<file path="config.mk">
export PLATFORM = sky130hd
export DESIGN_NAME = regfile_scoreboard
export DESIGN_NICKNAME = d
export VERILOG_FILES = /design/src/rtl/regfile_pkg.sv /design/src/rtl/rf_clear_seq.sv /design/src/rtl/regfile_scoreboard.sv
export SDC_FILE = /design/constraint.sdc
export NUM_CORES = 1
export LEC_CHECK = 0
export BUFFER_PORTS_ARGS = -buffer_cell sky130_fd_sc_hd__buf_2
export CELL_PAD_IN_SITES_DETAIL_PLACEMENT = 1
export CELL_PAD_IN_SITES_GLOBAL_PLACEMENT = 1
export CORE_ASPECT_RATIO = 0.75
export CORE_MARGIN = 2
export CORE_UTILIZATION = 40
export DETAILED_ROUTE_END_ITERATION = 6
export PLACE_DENSITY = 0.72
export SYNTH_ARGS = -nofsm -noshare
export SYNTH_HDL_FRONTEND = slang
export SYNTH_SLANG_ARGS = --single-unit
</file>
<file path="constraint.sdc">
create_clock -name clk -period 1.8 [get_ports clk]
set_input_delay 0.09 -clock clk [delete_from_list [all_inputs] [get_ports clk]]
set_output_delay 0.09 -clock clk [all_outputs]
set_load 0.005 [all_outputs]
</file>
<file path="src/rtl/regfile_pkg.sv">
// Shared defaults and the bulk-clear state type for the register file with scoreboard.
package regfile_pkg;

    localparam int DATA_W_DEF   = 8;
    localparam int NUM_REGS_DEF = 16;

    typedef enum logic [1:0] {
        IDLE  = 2'd0,
        CLEAR = 2'd1,
        DONE  = 2'd2
    } clr_state_e;

endpackage

</file>
<file path="src/rtl/rf_clear_seq.sv">
// Bulk-clear sequencer: walks every register index once, then pulses done.
//   state | meaning
//   IDLE  | waiting for clr_start, register file open to external writes
//   CLEAR | zeroing register clr_idx, one index per cycle
//   DONE  | one-cycle completion pulse, scoreboard wiped
module rf_clear_seq
    import regfile_pkg::*;
#(
    parameter int NUM_REGS = NUM_REGS_DEF,
    parameter int ADDR_W   = $clog2(NUM_REGS)
) (
    input  logic              clk,
    input  logic              rst_n,
    input  logic              clr_start,
    output logic              clr_we,
    output logic [ADDR_W-1:0] clr_idx,
    output logic              clr_active,
    output logic              clr_done
);

    localparam logic [ADDR_W-1:0] LAST_IDX = ADDR_W'(NUM_REGS - 1);

    clr_state_e        state, state_nxt;
    logic [ADDR_W-1:0] idx, idx_nxt;

    always_ff @(posedge clk or negedge rst_n) begin
        if (!rst_n) begin
            state <= IDLE;
            idx   <= '0;
        end else begin
            state <= state_nxt;
            idx   <= idx_nxt;
        end
    end

    always_comb begin
        state_nxt  = state;
        idx_nxt    = idx;
        clr_we     = 1'b0;
        clr_active = 1'b0;
        clr_done   = 1'b0;
        case (state)
            IDLE: begin
                if (clr_start) begin
                    state_nxt = CLEAR;
                    idx_nxt   = '0;
                end
            end
            CLEAR: begin
                clr_we     = 1'b1;
                clr_active = 1'b1;
                if (idx == LAST_IDX) begin
                    state_nxt = DONE;
                    idx_nxt   = '0;
                end else begin
                    idx_nxt = idx + 1'b1;
                end
            end
            DONE: begin
                clr_active = 1'b1;
                clr_done   = 1'b1;
                state_nxt  = IDLE;
            end
            default: begin
                state_nxt = IDLE;
                idx_nxt   = '0;
            end
        endcase
    end

    assign clr_idx = idx;

endmodule

</file>
<file path="src/rtl/regfile_scoreboard.sv">
// Two-read/one-write register file with write bypass, pending-write scoreboard
// and a sequenced bulk clear.
module regfile_scoreboard
    import regfile_pkg::*;
#(
    parameter int DATA_W   = DATA_W_DEF,
    parameter int NUM_REGS = NUM_REGS_DEF,
    parameter int ZERO_REG = 1,
    localparam int ADDR_W  = $clog2(NUM_REGS)
) (
    input  logic              clk,
    input  logic              rst_n,
    input  logic [ADDR_W-1:0] rd_addr1,
    input  logic [ADDR_W-1:0] rd_addr2,
    output logic [DATA_W-1:0] rd_data1,
    output logic [DATA_W-1:0] rd_data2,
    output logic              rd_busy1,
    output logic              rd_busy2,
    input  logic              wr_en,
    input  logic [ADDR_W-1:0] wr_addr,
    input  logic [DATA_W-1:0] wr_data,
    input  logic              busy_set,
    input  logic [ADDR_W-1:0] busy_addr,
    input  logic              clr_start,
    output logic              clr_active,
    output logic              clr_done
);

    logic [DATA_W-1:0]   mem [NUM_REGS];
    logic [NUM_REGS-1:0] busy;

    logic              clr_we;
    logic [ADDR_W-1:0] clr_idx;

    logic zero_wr, zero_set, zero_rd1, zero_rd2;
    logic wr_acc, set_acc, hit1, hit2;

    rf_clear_seq #(
        .NUM_REGS (NUM_REGS),
        .ADDR_W   (ADDR_W)
    ) u_clear_seq (
        .clk        (clk),
        .rst_n      (rst_n),
        .clr_start  (clr_start),
        .clr_we     (clr_we),
        .clr_idx    (clr_idx),
        .clr_active (clr_active),
        .clr_done   (clr_done)
    );

    assign zero_wr  = (ZERO_REG != 0) && (wr_addr == '0);
    assign zero_set = (ZERO_REG != 0) && (busy_addr == '0);
    assign zero_rd1 = (ZERO_REG != 0) && (rd_addr1 == '0);
    assign zero_rd2 = (ZERO_REG != 0) && (rd_addr2 == '0);

    assign wr_acc  = wr_en && !clr_active && !zero_wr;
    assign set_acc = busy_set && !clr_active && !zero_set;

    always_ff @(posedge clk or negedge rst_n) begin
        if (!rst_n) begin
            for (int i = 0; i < NUM_REGS; i++) begin
                mem[i] <= '0;
            end
        end else if (clr_we) begin
            mem[clr_idx] <= '0;
        end else if (wr_acc) begin
            mem[wr_addr] <= wr_data;
        end
    end

    // The set is issued after the clear so it wins when both hit one address.
    always_ff @(posedge clk or negedge rst_n) begin
        if (!rst_n) begin
            busy <= '0;
        end else if (clr_done) begin
            busy <= '0;
        end else begin
            if (wr_acc) begin
                busy[wr_addr] <= 1'b0;
            end
            if (set_acc) begin
                busy[busy_addr] <= 1'b1;
            end
        end
    end

    assign hit1 = wr_acc && (wr_addr == rd_addr1);
    assign hit2 = wr_acc && (wr_addr == rd_addr2);

    assign rd_data1 = zero_rd1 ? '0 : (hit1 ? wr_data : mem[rd_addr1]);
    assign rd_data2 = zero_rd2 ? '0 : (hit2 ? wr_data : mem[rd_addr2]);

    assign rd_busy1 = !zero_rd1 && busy[rd_addr1] && !hit1;
    assign rd_busy2 = !zero_rd2 && busy[rd_addr2] && !hit2;

endmodule
</file>
==> impl_metrics.toml <==
[yosys]
ys_dominant_reg_cell = "sky130_fd_sc_hd__dfrtp_1"
muxShareOfSynthArea = 0.186
synth_edf_count = 0
post_synth_and_or_nand_nor_area_fraction = 0.0972
synthAdderAreaFrac = 0.0101
ys_seq_elements = 150
synthCells = 724
number_of_nets_produced_by_synthesis = 760
synth_area_um2 = 8690
combinational_family_with_the_most_area_after_synthesis = "compound AO/OA/AOI/OAI gates"
synth_cell_type_count = 57
mapped_avg_cell_area_um2 = 12.0
synth_compound_gate_area_share = 0.225
ys_async_sr_fraction = 1.00
synthesis.yosys.warnings = 0
seq_area_frac_synth = 0.432
synthXorXnorAreaFrac = 0.00806

[finish]
fill_count = 2081
net_count_of_the_finished_layout = 963
mostFrequentLayoutCells = "150 x sky130_fd_sc_hd__buf_4, 148 x sky130_fd_sc_hd__dfrtp_1, 122 x sky130_fd_sc_hd__a22o_1"
layout.cells.most_common = "sky130_fd_sc_hd__buf_4"
post_route_cells_drive_above_1_share = 0.495
area_taken_by_flip_flops_and_latches_um2 = 3760
finalNonFillerCells = 1229
area_of_combinational_cells_with_multiple_inputs_um2 = 5670
final_util = 0.587
area_delta_synth_final_pct = 43.6

[timing]
setup_viol = 153
timing.max_slew.rel_slack = 0.243
finalCritPeriodShare = 1.36
timing_hold_violations_final = 0
worst_pin_slew_ps = 1130
fmax_mhz = 409
slew_violations = 0
min_period_ps = 2450
setup_slack_ps = -648
final.hold.worst_slack_ps = 32.7
setup_skew_after_layout_ps = 8.09
unrepaired_setup_endpoints_after_global_routing = "true"

[setup_path]
crit_path_category = "reg -> out"
timing.critical_path.buf_inv = 1
cpPeakStageDelay_ps = 590
cp_data_required_time_ps = 1710
critical_path.cell_chain = "mux2i_1, o22ai_1, a2111oi_4, a21oi_2, buf_2"
timing.critical_path.max_delay_family = "compound AO/OA/AOI/OAI gates"
cp_max_fo = 3
slowest_stage = "sky130_fd_sc_hd__a2111oi_4"
worst_ep_arrival_time_ps = 2360
critPathCaptureType = "output port"
path_depth = 5
worst-r2r-cell-count = 9
setup.worst_path.start_class = "flop"

[detailed_routing]
number_of_nets_with_antenna_violations_after_routing = 0
route.detailed.drc = 0
dr.pass1.iters = 7
avgRoutedWirePerCell_um = 36.7
avgViaCountPerCell = 7.19
routed-via-count = 8842
drt_iter0_drc = 1177
drt-total-wl_um = 45100

[place]
placement.io_buffers = 48
dp.final_hpwl_um = 26000
post_place_cells = 1156
finalWeightedCongestion = 0.968

[clock_tree]
tritoncts = "done"
cts_inserted_buffers = 17
cts.sinks = 150
clock_latency_ps = 460
clk_path_buf_depth = 2
clkTransAtPathRegs_ps = 60
htree_num_levels = 4
ctsRootBufferMaster = "sky130_fd_sc_hd__clkbuf_16"

[power]
leak_pwr_nw = 5.54
pd_cells_nw_per_um2 = 1540
final_power_mw = 19.2
vdd_ir_drop_max_v = 0.000900

[flow_run]
maxCapViolations = 0

[outcome]
failing_checks = "setup timing"
outcome = "finished with violations"

[floorplan]
fp.dieArea_um2 = 22900
initial_core_util = 0.409
num_rows = 46
die_w_um = 174
fp.dieH_um = 132
design.portCount = 49
core_um2 = 21200

[grt]
maximum_number_of_pins_on_one_net_before_global_route_repair = 54
total_overflow_reported_by_the_global_router = 0
first_pass_grt_wire_length_um = 61500
antenna_violations_before_repair = 4
first_global_vias = 9138
global_route.usage.total = 0.366

[hold_path]
min_path_type = "in -> reg"
worstHoldPathCells = 4
-- per-layer routing --
layer / share of wire / up-vias / GRT usage
met4: 0.075 / 4 / 0.196
li1: - / 3266 / -
met1: 0.36 / 4535 / 0.481
met3: 0.12 / 261 / 0.0981
met2: 0.44 / 776 / 0.552
met5: 0.00062 / - / 0
-- cell usage after synthesis (5+ instances only) --
cell type                   instances  area [um2]
sky130_fd_sc_hd__a22o_1           122        1070
sky130_fd_sc_hd__nor2_4             5        56.3
sky130_fd_sc_hd__mux2i_1           65         651
sky130_fd_sc_hd__nor3b_1            5        37.5
sky130_fd_sc_hd__ha_1               7        87.6
sky130_fd_sc_hd__clkbuf_1          27         101
sky130_fd_sc_hd__or3b_1             6        52.6
sky130_fd_sc_hd__buf_2             21         105
sky130_fd_sc_hd__nand2b_1           7        43.8
sky130_fd_sc_hd__nor2_2             8        50.1
sky130_fd_sc_hd__nand2_1           14        52.6
sky130_fd_sc_hd__dfrtp_1          150        3750
sky130_fd_sc_hd__o21ai_0            8        40.0
sky130_fd_sc_hd__o22ai_1           32         200
sky130_fd_sc_hd__a21oi_1           38         190
sky130_fd_sc_hd__buf_1              6        22.5
sky130_fd_sc_hd__o31ai_1           20         150
sky130_fd_sc_hd__nor2_1             9        33.8
sky130_fd_sc_hd__nand3_1            9        45.0
sky130_fd_sc_hd__mux4_2            21         473
sky130_fd_sc_hd__nor2b_1           29         181
sky130_fd_sc_hd__a2111oi_0          6        52.6
sky130_fd_sc_hd__xnor2_1            8        70.1
sky130_fd_sc_hd__inv_1              5        18.8
sky130_fd_sc_hd__mux4_1            18         473
sky130_fd_sc_hd__o21ai_1            9        45.0
sky130_fd_sc_hd__a2111oi_1          8        80.1
-- state kept, by name (all words and copies together) (netlist names) --
signal and cells:
busy 16, mem 128, u_clear_seq.state 2, u_clear_seq.clr_idx 4
-- timing repair --
action | 4_1_cts | 5_1_grt
gates resized for setup | 186 | 73
buffers inserted | 25 | 18
gates cloned | 0 | 1
setup endpoints to repair | 148 | 163
pin swaps | 62 | 35
endpoints found under the hold margin | 55 | 0
hold buffers | 5 | 0
-- metrics by stage --
stage          TNS [ps]  instance area [um2]  setup slack [ps]
2_1_floorplan     -1410                 8860             -53.6
3_3_place_gp      -8480                10400              -265
3_5_place_dp     -16820                10400              -366
4_1_cts          -23270                12000              -426
5_1_grt          -54620                12500              -690
6_report         -48010                12500              -648
-- cells by family after synthesis --
family,after synthesis
AO/OA/AOI/OAI,259
multiplexers,106
AND/OR/NAND/NOR,125
buffers and inverters,69
adder cells (fa/ha/maj),7
flip-flops,150
XOR/XNOR,8
-- report_power, final --
group,switching (mW),internal (mW)
sequential,1.66,4.78
clock,1.60,2.37
combinational,4.16,4.64
total,7.41,11.8
-- final timing paths --
| path | start | endpoint | slack, ps |
|---|---|---|---|
| worst max-delay path | mem[100]$_DFFE_PN0P_ | rd_data1[4] | -650 |
| worst min-delay path | clr_start | u_clear_seq.state[0]$_DFFE_PN0P_ | 30 |
| worst max register to register | u_clear_seq.state[1]$_DFFE_PN0P_ | mem[25]$_DFFE_PN0P_ | -470 |
| worst min register to register | mem[75]$_DFFE_PN0P_ | mem[75]$_DFFE_PN0P_ | 530 |
| max in group asynchronous | rst_n | mem[116]$_DFFE_PN0P_ | 890 |
| min in group asynchronous | rst_n | busy[8]$_DFF_PN0_ | 200 |
-- worst register-to-register path: stages, from the launching register on --
cell	delay (ps)
sky130_fd_sc_hd__dfrtp_1	400
sky130_fd_sc_hd__inv_2	100
sky130_fd_sc_hd__ha_4	210
sky130_fd_sc_hd__buf_6	110
sky130_fd_sc_hd__buf_6	110
sky130_fd_sc_hd__buf_6	110
sky130_fd_sc_hd__nand4b_4	260
sky130_fd_sc_hd__nor2_4	200
sky130_fd_sc_hd__buf_4	270
sky130_fd_sc_hd__a22o_1	370
-- area by class of cell --
class                      count  area share
sequential                   150       0.301
antenna                        2    0.000401
timing repair buffer         248       0.164
clock buffer                  21      0.0369
tap                          288      0.0289
inverter                       5     0.00150
multi-input combinational    505       0.455
clock inverter                10      0.0122
(Power assumes the default switching activity.)
